[src/rtl/majority_pkg.sv]
`default_nettype none
// ============================================================================
// Module      : majority_pkg
// Description : Shared defaults and helpers for the majority voter.
// Revision    : 1.0  initial release
// ============================================================================
package majority_pkg;

  localparam int DEFAULT_N = 5;
  localparam int MAX_N     = 32;

  // Count width large enough to hold the value n itself.
  function automatic int calc_cw(input int n);
    return $clog2(n + 1);
  endfunction

  function automatic int popcount(input logic [MAX_N-1:0] v);
    int c;
    c = 0;
    for (int i = 0; i < MAX_N; i++) begin
      c += int'(v[i]);
    end
    return c;
  endfunction

endpackage : majority_pkg
`default_nettype wire

[src/rtl/majority_ckt_if.sv]
`default_nettype none
// ============================================================================
// Module      : majority_ckt_if
// Description : Vote input / registered result bundle for majority_ckt.
// Revision    : 1.0  initial release
// ============================================================================
interface majority_ckt_if
  import majority_pkg::*;
#(
  parameter int N  = DEFAULT_N,
  parameter int CW = calc_cw(N)
) ();

  logic          in_valid;
  logic [N-1:0]  a;
  logic          y;
  logic [CW-1:0] count;
  logic          out_valid;
  logic          all_ones;
  logic          all_zeros;

  modport master (
    output in_valid, a,
    input  y, count, out_valid, all_ones, all_zeros
  );

  modport slave (
    input  in_valid, a,
    output y, count, out_valid, all_ones, all_zeros
  );

endinterface : majority_ckt_if
`default_nettype wire

[src/rtl/majority_popcount.sv]
`default_nettype none
// ============================================================================
// Module      : majority_popcount
// Description : Combinational balanced adder tree counting ones in a_i.
// Revision    : 1.0  initial release
// ============================================================================
module majority_popcount
  import majority_pkg::*;
#(
  parameter int N  = DEFAULT_N,
  parameter int CW = calc_cw(N)
) (
  input  wire logic [N-1:0]  a_i,
  output      logic [CW-1:0] count_o
);

  localparam int LEVELS = (N > 1) ? $clog2(N) : 0;
  localparam int P      = 1 << LEVELS;

  // Inputs are zero-padded to a power of two; every node is CW wide since no
  // partial sum can exceed N.
  for (genvar l = 0; l <= LEVELS; l++) begin : g_lvl
    logic [CW-1:0] s [P >> l];
    for (genvar j = 0; j < (P >> l); j++) begin : g_node
      if (l == 0) begin : g_leaf
        if (j < N) begin : g_bit
          assign s[j] = CW'(a_i[j]);
        end else begin : g_pad
          assign s[j] = '0;
        end
      end else begin : g_sum
        assign s[j] = g_lvl[l-1].s[2*j] + g_lvl[l-1].s[2*j+1];
      end
    end
  end

  assign count_o = g_lvl[LEVELS].s[0];

endmodule : majority_popcount
`default_nettype wire

[src/rtl/majority_ckt.sv]
`default_nettype none
// ============================================================================
// Module      : majority_ckt
// Description : Registered N-input strict-majority voter with count and flags.
// Revision    : 1.0  initial release
// ============================================================================
module majority_ckt
  import majority_pkg::*;
#(
  parameter int N  = DEFAULT_N,
  parameter int CW = calc_cw(N)
) (
  input wire logic      clk,
  input wire logic      rst,
  majority_ckt_if.slave bus
);

  localparam int THRESH = N / 2 + 1;

  logic [CW-1:0] w_count;
  logic          y_d, all_ones_d, all_zeros_d;
  logic          y_q, all_ones_q, all_zeros_q, out_valid_q;
  logic [CW-1:0] count_q;

  majority_popcount #(
    .N  (N),
    .CW (CW)
  ) u_popcount (
    .a_i     (bus.a),
    .count_o (w_count)
  );

  // Threshold of N/2+1 makes an even-N tie resolve to 0.
  always_comb begin
    y_d         = (w_count >= CW'(THRESH));
    all_ones_d  = (w_count == CW'(N));
    all_zeros_d = (w_count == '0);
  end

  always_ff @(posedge clk or posedge rst) begin
    if (rst) begin
      y_q         <= 1'b0;
      count_q     <= '0;
      all_ones_q  <= 1'b0;
      all_zeros_q <= 1'b0;
      out_valid_q <= 1'b0;
    end else begin
      out_valid_q <= bus.in_valid;
      if (bus.in_valid) begin
        y_q         <= y_d;
        count_q     <= w_count;
        all_ones_q  <= all_ones_d;
        all_zeros_q <= all_zeros_d;
      end
    end
  end

  assign bus.y         = y_q;
  assign bus.count     = count_q;
  assign bus.all_ones  = all_ones_q;
  assign bus.all_zeros = all_zeros_q;
  assign bus.out_valid = out_valid_q;

endmodule : majority_ckt
`default_nettype wire

[src/flat_wrapper.sv]
// flat-port wrapper written by rule: the top's interface ports become plain ports
module majority_ckt_flat import majority_pkg::*;
#(
  parameter int N  = DEFAULT_N,
  parameter int CW = calc_cw(N)
)
  (clk, rst, bus_in_valid, bus_a, bus_y, bus_count, bus_out_valid, bus_all_ones, bus_all_zeros);
  majority_ckt_if #(.N(N), .CW(CW)) bus_i ();
  input wire logic clk;
  input wire logic rst;
  input wire logic [$bits(bus_i.in_valid)-1:0] bus_in_valid;
  input wire logic [$bits(bus_i.a)-1:0] bus_a;
  output wire logic [$bits(bus_i.y)-1:0] bus_y;
  output wire logic [$bits(bus_i.count)-1:0] bus_count;
  output wire logic [$bits(bus_i.out_valid)-1:0] bus_out_valid;
  output wire logic [$bits(bus_i.all_ones)-1:0] bus_all_ones;
  output wire logic [$bits(bus_i.all_zeros)-1:0] bus_all_zeros;
  assign bus_i.in_valid = bus_in_valid;
  assign bus_i.a = bus_a;
  assign bus_y = bus_i.y;
  assign bus_count = bus_i.count;
  assign bus_out_valid = bus_i.out_valid;
  assign bus_all_ones = bus_i.all_ones;
  assign bus_all_zeros = bus_i.all_zeros;
  majority_ckt #(.N(N), .CW(CW)) u_core (.clk(clk), .rst(rst), .bus(bus_i));
endmodule
[config.mk]
export PLATFORM = sky130hd
export DESIGN_NAME = majority_ckt_flat
export DESIGN_NICKNAME = d
export VERILOG_FILES = /design/src/rtl/majority_pkg.sv /design/src/rtl/majority_ckt_if.sv /design/src/rtl/majority_popcount.sv /design/src/rtl/majority_ckt.sv /design/src/flat_wrapper.sv
export SDC_FILE = /design/constraint.sdc
export NUM_CORES = 1
export LEC_CHECK = 0
export ABC_AREA = 1
export CORE_AREA = 2 2 39 41
export CTS_BUF_LIST = sky130_fd_sc_hd__clkbuf_16
export DETAILED_ROUTE_END_ITERATION = 10
export DIE_AREA = 0 0 41 43
export GPL_ROUTABILITY_DRIVEN = 1
export SLEW_MARGIN = 20
export SYNTH_ARGS = -nofsm -noshare
export SYNTH_HDL_FRONTEND = slang
export SYNTH_SLANG_ARGS = --single-unit
[constraint.sdc]
create_clock -name clk -period 1.4 [get_ports clk]
set_input_delay 0.28 -clock clk [delete_from_list [all_inputs] [get_ports clk]]
set_output_delay 0.28 -clock clk [all_outputs]
set_load 0.02 [all_outputs]
==> flow_summary.yaml <==
global_routing:
  grt_pass1_wl_um: 1166
  grt.overflow.total: 0
  antenna_found_initial: 0
  grt_pass1_vias: 259
  grtUsageTotal_pct: 10.55
  grt_max_degree: 8
sta:
  slew_violations: 0
  rsz0062_at_grt: "yes"
  worstMarginPinSlew_ns: 0.2660
  final-setup-viol-count: 5
  final-hold-violation-count: 0
  post-route-min-period_ns: 1.820
  whs_ns: 0.2739
  maxSlewHeadroom_pct: 82.24
  finalCritPeriodShare_pct: 130.0
  clock_skew_ns: 0
  setup_slack_ns: -0.4197
  max_freq_mhz: 549.6
die:
  die_h_um: 43
  initial_core_util_pct: 25.23
  die_x_um: 41
  core_sq_mm: 0.001384
  die_area_sq_mm: 0.001763
  rows: 14
  ios: 15
power_and_ir_drop:
  pwr-share-seq_pct: 26.4
  p_clk_share_pct: 50.7
  combPwrFrac_pct: 22.9
  power_density_mw_per_mm2: 1591
  internal_power_uw: 705.1
  power_switching_uw: 250.3
  swShare_pct: 26.20
  leakage_uw: 0.0003199
  peakVddDrop_mv: 0.5965
  p_total_uw: 955.4
logic_synthesis:
  synth.most_common_cell: "nand2_1"
  syn_nets: 50
  ys_seq_area_share_pct: 50.18
  syn_avg_cell_area_sq_um: 9.186
  synth_common_cells: "nand2_1, dfrtp_1, inv_1, nor2_1"
  synth.largest_area_cell: "dfrtp_1"
  async_flop_share_pct: 100.0
  mappedNetlistArea_sq_um: 349.1
  synth_top_cell_area_share_pct: 50.18
  synth_cell_types: 8
  ys_top_cells_by_area: "dfrtp_1, nand2_1, fa_1"
  synth-main-ff-cell: "dfrtp_1"
  synth_cells: 38
  ys_ff_latch: 7
  synth_edf_count: 0
  yosysWarnings: 0
drt:
  drt_iter0_drc: 3
  wl_met3_um: 58
  num_vias: 295
  drcViolationCount: 0
  drtPass1Iterations: 2
  antenna_left: 0
  wl_um: 672
  wl_met2_um: 285
  via_per_inst: 4.097
  wl_met1_um: 313
  avgRoutedWirePerCell_um: 9.333
  highest_layer: "met4"
clocking:
  insertion_delay_ns: 0.23
  htree_levels: 1
  cts_buffers: 3
  root_buffer: "clkbuf_16"
  cts_buffer_depth: 2
  postCtsSetupRepairBufs: 0
  path_clk_slew_ns: 0.04
  cts_hold_buf: 0
  cts_tree: "yes"
  cts.sinks: 7
finish:
  fill_cells: 141
  instances_no_fill: 72
  area_growth_pct: 72.04
  num_antenna_cells: 0
  layout-drive-gt1-share_pct: 19.64
  final_nets: 69
critical_path:
  worstSetupEndpointType: "flop"
  cp_max_fo: 4
  required_ns: 1.52
  critPathArrivalTime_ns: 1.94
  path_class: "primary input to flop"
  critPathLaunchType: "primary input"
placement:
  hpwl_um: 516.7
  gp_congestion: 0.7380
  dp.cells: 68
  port_buffers: 14
job:
  cap_violations: 0
outcome:
  violations: "negative setup slack"
  outcome: "finished, violations left"
min_path:
  hp-class: "primary input to async pin"
## registers in the layout, indices dropped and copies added (netlist names)
name and cells:
u_core.bus.count 3, u_core.bus.all_ones 1, u_core.bus.all_zeros 1, u_core.bus.out_valid 1, u_core.bus.y 1
## logic make-up (layout without fill, tap and decap cells)
| kind of cell | Yosys count | after routing | share of synthesized area (%) |
|---|---|---|---|
| adder cells (fa/ha/maj) | 4 | 4 | 18.64 |
| buffers and inverters | 5 | 23 | 5.374 |
| flip-flops | 7 | 7 | 50.18 |
| AND/OR/NAND/NOR | 22 | 22 | 25.80 |
## placed cells by master, fill, tap and decap left out, drive strengths merged
| cell type | Yosys | layout |
|---|---|---|
| buf | 0 | 2 |
| clkbuf | 0 | 3 |
| clkdlybuf4s50 | 0 | 3 |
| dfrtp | 7 | 7 |
| dlygate4sd2 | 0 | 9 |
| fa | 2 | 2 |
| ha | 2 | 2 |
| inv | 5 | 6 |
| nand2 | 17 | 17 |
| nor2 | 5 | 5 |
## power groups by stage
stage,Clock (uW),Sequential [uW],Combinational (uW)
2_1_floorplan,0,300,92.0
3_3_place_gp,0,257,245
3_5_place_dp,0,256,247
4_1_cts,493,252,223
5_1_grt,501,256,242
6_report,484,252,219
## through the flow
stage	area, sq um	util, %	setup TNS [ns]	worst slack [ns]
floorplan	366.6	-	-2.463	-0.5455
global placement	526.8	38.07	-5.697	-1.087
detailed placement	526.8	38.07	-5.750	-1.088
CTS	596.8	43.13	-1.956	-0.4591
global route	600.6	43.40	-2.027	-0.4868
finish	600.6	43.40	-1.733	-0.4197
## metal layers
metal | up-vias | GRT usage (%)
met5 | - | 0
met4 | 0 | 8.000
met3 | 2 | 5.236
met2 | 11 | 11.88
met1 | 133 | 14.62
li1 | 149 | -
## layout make-up
type / instances / area [sq um] / area share, %
clock buffers: 3 / 75.07 / 12.50
clock inverters: 1 / 3.754 / 0.6250
well taps: 16 / 20.02 / 3.333
repair buffers: 14 / 135.1 / 22.50
multi-input cells: 26 / 172.7 / 28.75
flip-flops and latches: 7 / 175.2 / 29.17
inverters: 5 / 18.77 / 3.125
## final timing paths
path | slack [ns] | to | from | cells after the start
min in group clk | 0.47 | u_core.bus.all_ones$_DFFE_PP0P_ | u_core.bus.all_ones$_DFFE_PP0P_ | 2
worst min-delay path | 0.27 | u_core.bus.count[2]$_DFFE_PP0P_ | rst | 2
worst max-delay path | -0.42 | u_core.bus.all_zeros$_DFFE_PP0P_ | bus_a[1] | 8
worst min register to register | 0.47 | u_core.bus.all_ones$_DFFE_PP0P_ | u_core.bus.all_ones$_DFFE_PP0P_ | 2
max in group asynchronous | 0.91 | u_core.bus.out_valid$_DFF_PP0_ | rst | 2
worst max register to register | 0.73 | u_core.bus.y$_DFFE_PP0P_ | u_core.bus.y$_DFFE_PP0P_ | 4
## repair_timing
action                                  in CTS  in global routing
endpoints found under the setup margin      13                  6
pin swaps                                    9                  6
resized for setup                           20                  1
## worst max-delay path, stage by stage
cell	delay, ns
buf_8	0.10
ha_4	0.22
fa_1	0.43
ha_2	0.19
fa_2	0.56
nor2_1	0.05
nand2_1	0.06
nand2_1	0.05
(Power assumes the default switching activity.)
